[src/rtl/interrupt_arbiter.sv]
// Interrupt arbiter between the pending register and the multicycle control FSM.
// Masks the 16 pending lines, picks the lowest-index eligible line, runs the
// request/acknowledge handshake, issues the pending-bit clear strobe and blocks
// nesting until the handler returns.
//
// state      | meaning
// -----------+-------------------------------------------------------------
// ST_IDLE    | no request outstanding, arbitrating every cycle
// ST_REQUEST | irq_o high, vector frozen, waiting for ack or withdraw
// ST_SERVICE | handler running, no new request until reti_i
module interrupt_arbiter #(
    parameter logic [15:0] HANDLER_BASE        = 16'h0100,
    parameter int unsigned HANDLER_STRIDE_LOG2 = 4
) (
    input  logic        clk_i,
    input  logic        rst_n_i,
    input  logic [15:0] int_reg_i,
    input  logic        int_enable_i,
    input  logic        int_mask_we_i,
    input  logic [15:0] int_mask_data_i,
    input  logic        irq_ack_i,
    input  logic        reti_i,
    output logic [15:0] int_mask_o,
    output logic        irq_o,
    output logic [3:0]  irq_vector_o,
    output logic [15:0] handler_addr_o,
    output logic        ir_clr_en_o,
    output logic [3:0]  ir_clr_select_o,
    output logic        in_service_o
);

    typedef enum logic [1:0] {
        ST_IDLE    = 2'd0,
        ST_REQUEST = 2'd1,
        ST_SERVICE = 2'd2
    } state_e;

    state_e      state_q,         state_d;
    logic [15:0] int_mask_q,      int_mask_d;
    logic        irq_q,           irq_d;
    logic [3:0]  irq_vector_q,    irq_vector_d;
    logic        ir_clr_en_q,     ir_clr_en_d;
    logic [3:0]  ir_clr_select_q, ir_clr_select_d;
    logic        in_service_q,    in_service_d;

    logic [15:0] eligible;
    logic [3:0]  winner;
    logic        withdraw;
    logic [15:0] vector_ext;

    // Lowest set index wins; scanning downward lets the last hit be the lowest.
    function automatic logic [3:0] lowest_set(input logic [15:0] v);
        logic [3:0] idx;
        idx = 4'd0;
        for (int i = 15; i >= 0; i--) begin
            if (v[i]) idx = i[3:0];
        end
        return idx;
    endfunction

    // Eligibility uses the registered mask, so a mask write only affects the next cycle.
    always_comb begin
        eligible = int_enable_i ? (int_reg_i & int_mask_q) : 16'h0000;
        winner   = lowest_set(eligible);
        withdraw = !int_reg_i[irq_vector_q] || !int_mask_q[irq_vector_q] || !int_enable_i;
    end

    // Next-state and registered-output decode for the handshake FSM.
    always_comb begin
        state_d         = state_q;
        int_mask_d      = int_mask_q;
        irq_d           = irq_q;
        irq_vector_d    = irq_vector_q;
        ir_clr_en_d     = 1'b0;
        ir_clr_select_d = ir_clr_select_q;
        in_service_d    = in_service_q;

        if (int_mask_we_i) begin
            int_mask_d = int_mask_data_i;
        end

        unique case (state_q)
            ST_IDLE: begin
                if (eligible != 16'h0000) begin
                    state_d      = ST_REQUEST;
                    irq_d        = 1'b1;
                    irq_vector_d = winner;
                end
            end
            ST_REQUEST: begin
                // Ack takes precedence over a simultaneous withdraw condition.
                if (irq_ack_i) begin
                    state_d         = ST_SERVICE;
                    irq_d           = 1'b0;
                    ir_clr_en_d     = 1'b1;
                    ir_clr_select_d = irq_vector_q;
                    in_service_d    = 1'b1;
                end else if (withdraw) begin
                    state_d = ST_IDLE;
                    irq_d   = 1'b0;
                end
            end
            ST_SERVICE: begin
                if (reti_i) begin
                    state_d      = ST_IDLE;
                    in_service_d = 1'b0;
                end
            end
            default: begin
                state_d      = ST_IDLE;
                irq_d        = 1'b0;
                in_service_d = 1'b0;
            end
        endcase
    end

    // State and output registers; reset clears everything except the upstream pending bits.
    always_ff @(posedge clk_i or negedge rst_n_i) begin
        if (!rst_n_i) begin
            state_q         <= ST_IDLE;
            int_mask_q      <= 16'h0000;
            irq_q           <= 1'b0;
            irq_vector_q    <= 4'd0;
            ir_clr_en_q     <= 1'b0;
            ir_clr_select_q <= 4'd0;
            in_service_q    <= 1'b0;
        end else begin
            state_q         <= state_d;
            int_mask_q      <= int_mask_d;
            irq_q           <= irq_d;
            irq_vector_q    <= irq_vector_d;
            ir_clr_en_q     <= ir_clr_en_d;
            ir_clr_select_q <= ir_clr_select_d;
            in_service_q    <= in_service_d;
        end
    end

    // Handler address is a pure function of the latched vector, wrapping at 16 bits.
    always_comb begin
        vector_ext     = {12'h000, irq_vector_q};
        handler_addr_o = HANDLER_BASE + (vector_ext << HANDLER_STRIDE_LOG2);
    end

    assign int_mask_o      = int_mask_q;
    assign irq_o           = irq_q;
    assign irq_vector_o    = irq_vector_q;
    assign ir_clr_en_o     = ir_clr_en_q;
    assign ir_clr_select_o = ir_clr_select_q;
    assign in_service_o    = in_service_q;

endmodule

[config.mk]
export PLATFORM = sky130hd
export DESIGN_NAME = interrupt_arbiter
export DESIGN_NICKNAME = d
export VERILOG_FILES = /design/src/rtl/interrupt_arbiter.sv
export SDC_FILE = /design/constraint.sdc
export NUM_CORES = 1
export LEC_CHECK = 0
export ABC_AREA = 1
export CAP_MARGIN = 0
export CORE_MARGIN = 3
export CORE_UTILIZATION = 41
export CTS_BUF_LIST = sky130_fd_sc_hd__clkbuf_4 sky130_fd_sc_hd__clkbuf_8 sky130_fd_sc_hd__clkbuf_16
export CTS_CLUSTER_SIZE = 16
export DETAILED_ROUTE_END_ITERATION = 10
export HOLD_SLACK_MARGIN = 0.12
export PLACE_DENSITY = 0.8
export REMOVE_ABC_BUFFERS = 1
export SETUP_SLACK_MARGIN = 0.2
export SYNTH_ARGS = -nofsm -noshare
export SYNTH_HDL_FRONTEND = slang
export SYNTH_SLANG_ARGS = --single-unit
[constraint.sdc]
create_clock -name clk_i -period 2 [get_ports clk_i]
set_clock_uncertainty 0.2 [all_clocks]
set_input_delay 0.4 -clock clk_i [delete_from_list [all_inputs] [get_ports clk_i]]
set_output_delay 0.4 -clock clk_i [all_outputs]
set_load 0.01 [all_outputs]
==> summary.txt, run 1 <==
Logic synthesis
  – Sequential fraction of the synthesis area: 0.428
  – Mapped Area: 1700 um^2
  – Synth area leaders: dfrtp_1 43%, mux2_2 10%, nand2_1 9.5%, nand3_1 7.1%, buf_4 7.1%
  – Commonest register cell after synthesis: dfrtp_1
  – Ys async rst share: 1.00
  – Dominant cell type by area after synthesis: dfrtp_1
  – YS warnings: 0
  – Post-synth top cells: 43 x nand2_1, 29 x dfrtp_1, 24 x nand3_1, 16 x buf_4, 15 x mux2_2
  – Post-synth top area share: 0.428
  – Syn Area/Cell: between 8 and 9 um^2
  – Yosys reg bits: 29
  – Syn Inst Count: 198
  – Synth cell types: 31
  – Post-synth EDFFs: 0
  – Most frequent cell after synthesis: nand2_1

Worst hold path
  – Hold EP: irq_o
  – Hold path depth: 2
  – Hold path start: irq_o
  – Tightest Hold Check Type: reg2reg

Die
  – CORE AREA: 3830 um^2
  – Chip width: 70.3 um
  – Die height: 70.3 um
  – Starting Density: 0.443
  – # rows: 22
  – Die area: 4950 um^2
  – # IOs: 81

Worst setup path
  – Reg2reg end: irq_o
  – Worst Path Required: 1400 ps
  – CP arrival: 1170 ps
  – Worst Reg2Reg Path Length in Cells: 11
  – Crit Path Max Fanout: 4
  – R2R setup slack: 270 ps
  – WS Path Type: reg2out
  – Crit end category: output port
  – CP Launch Type: register
  – FF-to-FF Start: irq_vector_o[0]

Routing
  – Detailed-route via count: 1685
  – DRC Markers: 0
  – Drt pass-1 iters: 4
  – WL/cell: 14.1 um
  – Post-Route WL: 4710 um
  – Antenna Nets Post-Route: 0
  – Vias/cell: 5.06
  – Initial DRC Count: 70

Global route
  – Number of antenna violations at the first check in global routing: 0
  – First-pass GRT wire length: around 7400 um
  – Largest net degree at the start of global routing: 30
  – Vias in the first global route: 1603
  – GRT Total Usage: 0.189
  – Congestion Overflow GR: 0

Clock tree
  – CTS sink cnt: 29
  – Clk_lat worst skew: 290 ps
  – CTS Buffer Depth: 2
  – Num CTS Buffers: 5
  – H-tree depth: 2
  – CTS tree: done
  – Root buffer cell: clkbuf_8
  – Clk slew on worst S/H paths: about 60 ps

Outcome
  – Status: completed

Power and ir drop
  – P_int: 1.87 mW
  – Sw Ratio: 0.351
  – Power share of the combinational group: 0.453
  – Switch Pwr: 1.01 mW
  – Peak VDD IR: 0.000516 V
  – Clk pwr share: 0.252
  – Pleak: between 1 and 1.5 nW
  – Pwr dens: about 1100 nW/um^2
  – Sequential power share: 0.296

STA
  – Fmax: 565 MHz
  – Minimum clock period: ~1800 ps
  – Setup violators final: 0
  – Unrepaired setup endpoints after global routing: true
  – Post-route setup TNS: 0 ps
  – Slew Limit Fails: 0
  – Min Hold Slack: 282 ps
  – Period utilisation layout: 0.885
  – Final hold vios: 0

Placement
  – DP Wirelength: 3360 um
  – RePlAce Congestion: 0.897
  – Port bufs: 68

Finish
  – Layout area overhead: 59.0%
  – Final net count: around 320
  – Layout cell share with drive strength beyond 1: 0.281
  – Inserted Diodes: 0

Job
  – Max-Cap Viols: 0
worst max-delay path, stage by stage (launching register included):
cell and delay (ps):
dfrtp_2 430, buf_4 160, dlygate4sd2_1 290
repair_timing:
item                                   4_1_cts  5_1_grt
endpoints found under the hold margin        0        0
resized for setup                           25       32
buffers inserted                             6        2
pin swaps                                    2       10
setup endpoints to repair                   29       13
hold buffers                                 0        0
flip-flops by register name (all words and copies together) (netlist names):
| register | cells |
|---|---|
| irq_vector_o | 4 |
| in_service_o | 1 |
| irq_o | 1 |
| ir_clr_select_o | 4 |
| state_q | 2 |
| ir_clr_en_o | 1 |
| int_mask_o | 16 |
cells by family (layout without fill, tap and decap cells):
family	count (synthesis)	count (layout)	synth area share
muxes	15	15	0.0996
and+or+nand+nor	96	96	0.278
DFF	29	29	0.428
other	2	12	0.00443
buffers and inverters	35	112	0.119
AOI/OAI and AO/OA	21	21	0.0715
power groups by stage:
stage                     Clock, mW  Sequential (mW)  Combinational, mW
final                         0.725            0.851               1.30
after global routing          0.756            0.874               1.42
after CTS                     0.736            0.855               1.24
after detailed placement          0            0.911               1.16
after global placement            0            0.906               1.14
after floorplan                   0            0.958              0.467
placed cells by master (no fill, tap or decap), types with 2 or more instances in the layout:
master and count:
a21o_1 2, a21oi_1 2, buf_4 18, buf_6 2, bufinv_16 2, clkbuf_8 5, clkdlybuf4s50_1 35, conb_1 12
dfrtp_1 26, dfrtp_2 3, dlygate4sd2_1 21, dlymetal6s2s_1 11, inv_1 9, inv_2 2, inv_4 3, mux2_2 15
nand2_1 39, nand2_2 6, nand3_1 22, nand3_2 9, nor2_1 9, nor2_2 4, nor3_1 2, o21ai_0 7
o21ai_1 3
worst max-delay path by stage:
stage                     from                end  slack [ps]
4_1_cts        irq_vector_o[1]  handler_addr_o[5]         210
5_1_grt        irq_vector_o[0]              irq_o         190
3_3_place_gp      int_enable_i    irq_vector_o[1]        -310
6_report       irq_vector_o[2]    irq_vector_o[2]         230
2_1_floorplan   int_mask_o[10]    irq_vector_o[1]         440
3_5_place_dp      int_enable_i    irq_vector_o[1]        -330
routing by layer:
| metal | up-vias | GRT usage | wire (um) |
|---|---|---|---|
| met5 | - | 0 | 0 |
| met4 | 0 | 0.0681 | 123 |
| met3 | 13 | 0.0547 | 461 |
| met2 | 90 | 0.297 | 2170 |
| met1 | 781 | 0.245 | 1950 |
| li1 | 801 | - | - |
final cells by class:
| type | instances | area (um^2) |
|---|---|---|
| fillers | 298 | 1130 |
| clock buffers | 5 | 68.8 |
| flip-flops and latches | 29 | 729 |
| clock inverters | 3 | 65.1 |
| multi-input cells | 144 | 856 |
| repair buffers | 89 | 855 |
| inverters | 15 | 63.8 |
| well taps | 48 | 60.1 |
per-stage QoR:
stage	std cells	util	total power [mW]	instance area [um^2]	worst slack [ps]
after floorplan	188	-	1.42	1590	442
after global placement	317	0.638	2.04	2440	-310
after detailed placement	317	0.638	2.07	2440	-333
after CTS	331	0.678	2.83	2590	205
after global routing	333	0.705	3.05	2700	190
final	333	0.705	2.88	2700	229
Note: power is estimated with default switching activity, not from simulation.
==> run 2, diff against run 1 <==
--- a/config.mk
+++ b/config.mk
@@ -7,11 +7,11 @@
 export LEC_CHECK = 0
 export ABC_AREA = 1
 export CAP_MARGIN = 0
-export CORE_MARGIN = 3
 export CORE_UTILIZATION = 41
 export CTS_BUF_LIST = sky130_fd_sc_hd__clkbuf_4 sky130_fd_sc_hd__clkbuf_8 sky130_fd_sc_hd__clkbuf_16
 export CTS_CLUSTER_SIZE = 16
 export DETAILED_ROUTE_END_ITERATION = 10
+export GPL_TIMING_DRIVEN = 1
 export HOLD_SLACK_MARGIN = 0.12
 export PLACE_DENSITY = 0.8
 export REMOVE_ABC_BUFFERS = 1
==> summary.txt, run 2 (synthesis gave the netlist of run 1 again) <==
Die
  – Die height: 66.3 um
  – Chip width: 66.3 um
  – Starting Density: 0.424
  – CORE AREA: roughly 4000 um^2
  – # IOs: 81
  – # rows: 23
  – Die area: 4400 um^2

Finish
  – Inserted Diodes: 0
  – Layout Cells excl Fill: ~340
  – Finished Cell Area: 2700 um^2
  – # fillers: 333
  – Max reg flops: 16
  – Layout area overhead: 58.9%
  – Layout cell share with drive strength beyond 1: 0.269
  – Final net count: 323
  – Most frequent cells in the layout: 40 x nand2_1, 32 x clkdlybuf4s50_1, 26 x dfrtp_1, 21 x nand3_1, 21 x buf_4
  – Post-layout util: 0.674
  – Multi-input logic area: just under 900 um^2
  – Storage cell area: 729 um^2
  – Commonest non-fill, non-tap cell in the layout: nand2_1

Placement
  – DP Cell Count: 321
  – Post-Place Setup Slack: -326 ps
  – DP Wirelength: 3330 um
  – RePlAce Congestion: 0.872
  – Placed Area: 2460 um^2
  – Port bufs: between 60 and 70

STA
  – Period utilisation layout: 0.891
  – Unrepaired setup endpoints after global routing: true
  – Final hold vios: 0
  – Post-route setup TNS: 0 ps
  – Setup violators final: 0
  – Minimum clock period: approximately 1800 ps
  – Setup ws final: 218 ps
  – Slew Limit Fails: 0
  – Fmax: ~560 MHz
  – Min Hold Slack: slightly below 300 ps

Clock tree
  – Clk slew on worst S/H paths: 70 ps
  – H-tree depth: 2
  – CTS sink cnt: 29
  – CTS tree: done
  – Num CTS Buffers: 5
  – Clk_lat worst skew: just under 300 ps
  – Root buffer cell: clkbuf_8
  – Cts hold-fix bufs: 0
  – CTS Buffer Depth: 2

Global route
  – Vias in the first global route: 1609
  – Largest net degree at the start of global routing: 30
  – GRT Total Usage: 0.218
  – First-pass GRT wire length: 7070 um
  – Number of antenna violations at the first check in global routing: 0
  – Congestion Overflow GR: 0

Worst hold path
  – Tightest Hold Check Type: in2async

Worst setup path
  – CP Launch Type: primary input
  – Crit path from: int_reg_i[0]
  – Crit Path Max Fanout: 4
  – Crit end category: register
  – WS Path Type: in2reg
  – FF-to-FF Start: int_mask_o[0]
  – Worst Path Required: roughly 2000 ps
  – Worst Reg2Reg Path Length in Cells: 10
  – CP arrival: roughly 1800 ps

Outcome
  – Status: completed

Routing
  – Vias/cell: around 5
  – Met1 WL: 1920 um
  – Drt pass-1 iters: 4
  – Routed wl met2: 2320 um
  – Antenna Nets Post-Route: 0
  – Met3 WL: ~290 um
  – Detailed-route via count: 1682
  – DRC Markers: 0
  – Initial DRC Count: 67
  – WL/cell: 13.7 um
  – Top Layer Used: met4
  – Post-Route WL: between 4000 and 5000 um

Power and ir drop
  – Pleak: around 1.5 nW
  – Pwr dens: 963 nW/um^2
  – Total Power: roughly 2.6 mW
  – Peak VDD IR: 0.000472 V

Job
  – Max-Cap Viols: 0
[run 2: worst paths after layout]
path	end	slack (ps)
hold / removal	int_mask_o[7]	300
setup / recovery	irq_vector_o[1]	220
max in group asynchronous	irq_vector_o[0]	1000
hold reg to reg	irq_o	300
min in group clk_i	state_q[0]	300
setup reg to reg	irq_vector_o[1]	280
[run 2: worst max-delay path, cell delays in order]
cell             delay, ps
clkdlybuf4s50_1        470
inv_1                  100
nor3_4                 150
inv_1                   60
nand2_1                120
nor2_4                  60
nand4_4                 80
nand2_4                 70
inv_2                  100
o21ai_1                 80
o22ai_1                110
[run 2: where the power goes]
| group | switching, mW | total, mW | internal, mW | leakage (nW) |
|---|---|---|---|---|
| Combinational | 0.651 | 1.26 | 0.608 | 1.10 |
| Sequential | 0.113 | 0.855 | 0.741 | 0.348 |
| Clock | 0.242 | 0.482 | 0.240 | 0.0439 |
[run 2: routing by layer]
layer  vias to the layer above  GRT usage
met4                         0     0.0878
li1                        807          -
met2                        66      0.372
met3                        10     0.0569
met5                         -          0
met1                       799      0.258
[run 2: final cells by class]
cell class                 instances  share of cell area
timing repair buffer              90               0.328
multi-input combinational        144               0.325
sequential                        29               0.271
clock buffer                       5              0.0255
tap                               50              0.0232
inverter                          15              0.0209
clock inverter                     3             0.00650
[run 2: what timing repair did]
| action | CTS | global route |
|---|---|---|
| resized for setup | 19 | 37 |
| setup buffers | 7 | 0 |
| pin swaps | 0 | 11 |
| endpoints found under the setup margin | 29 | 21 |
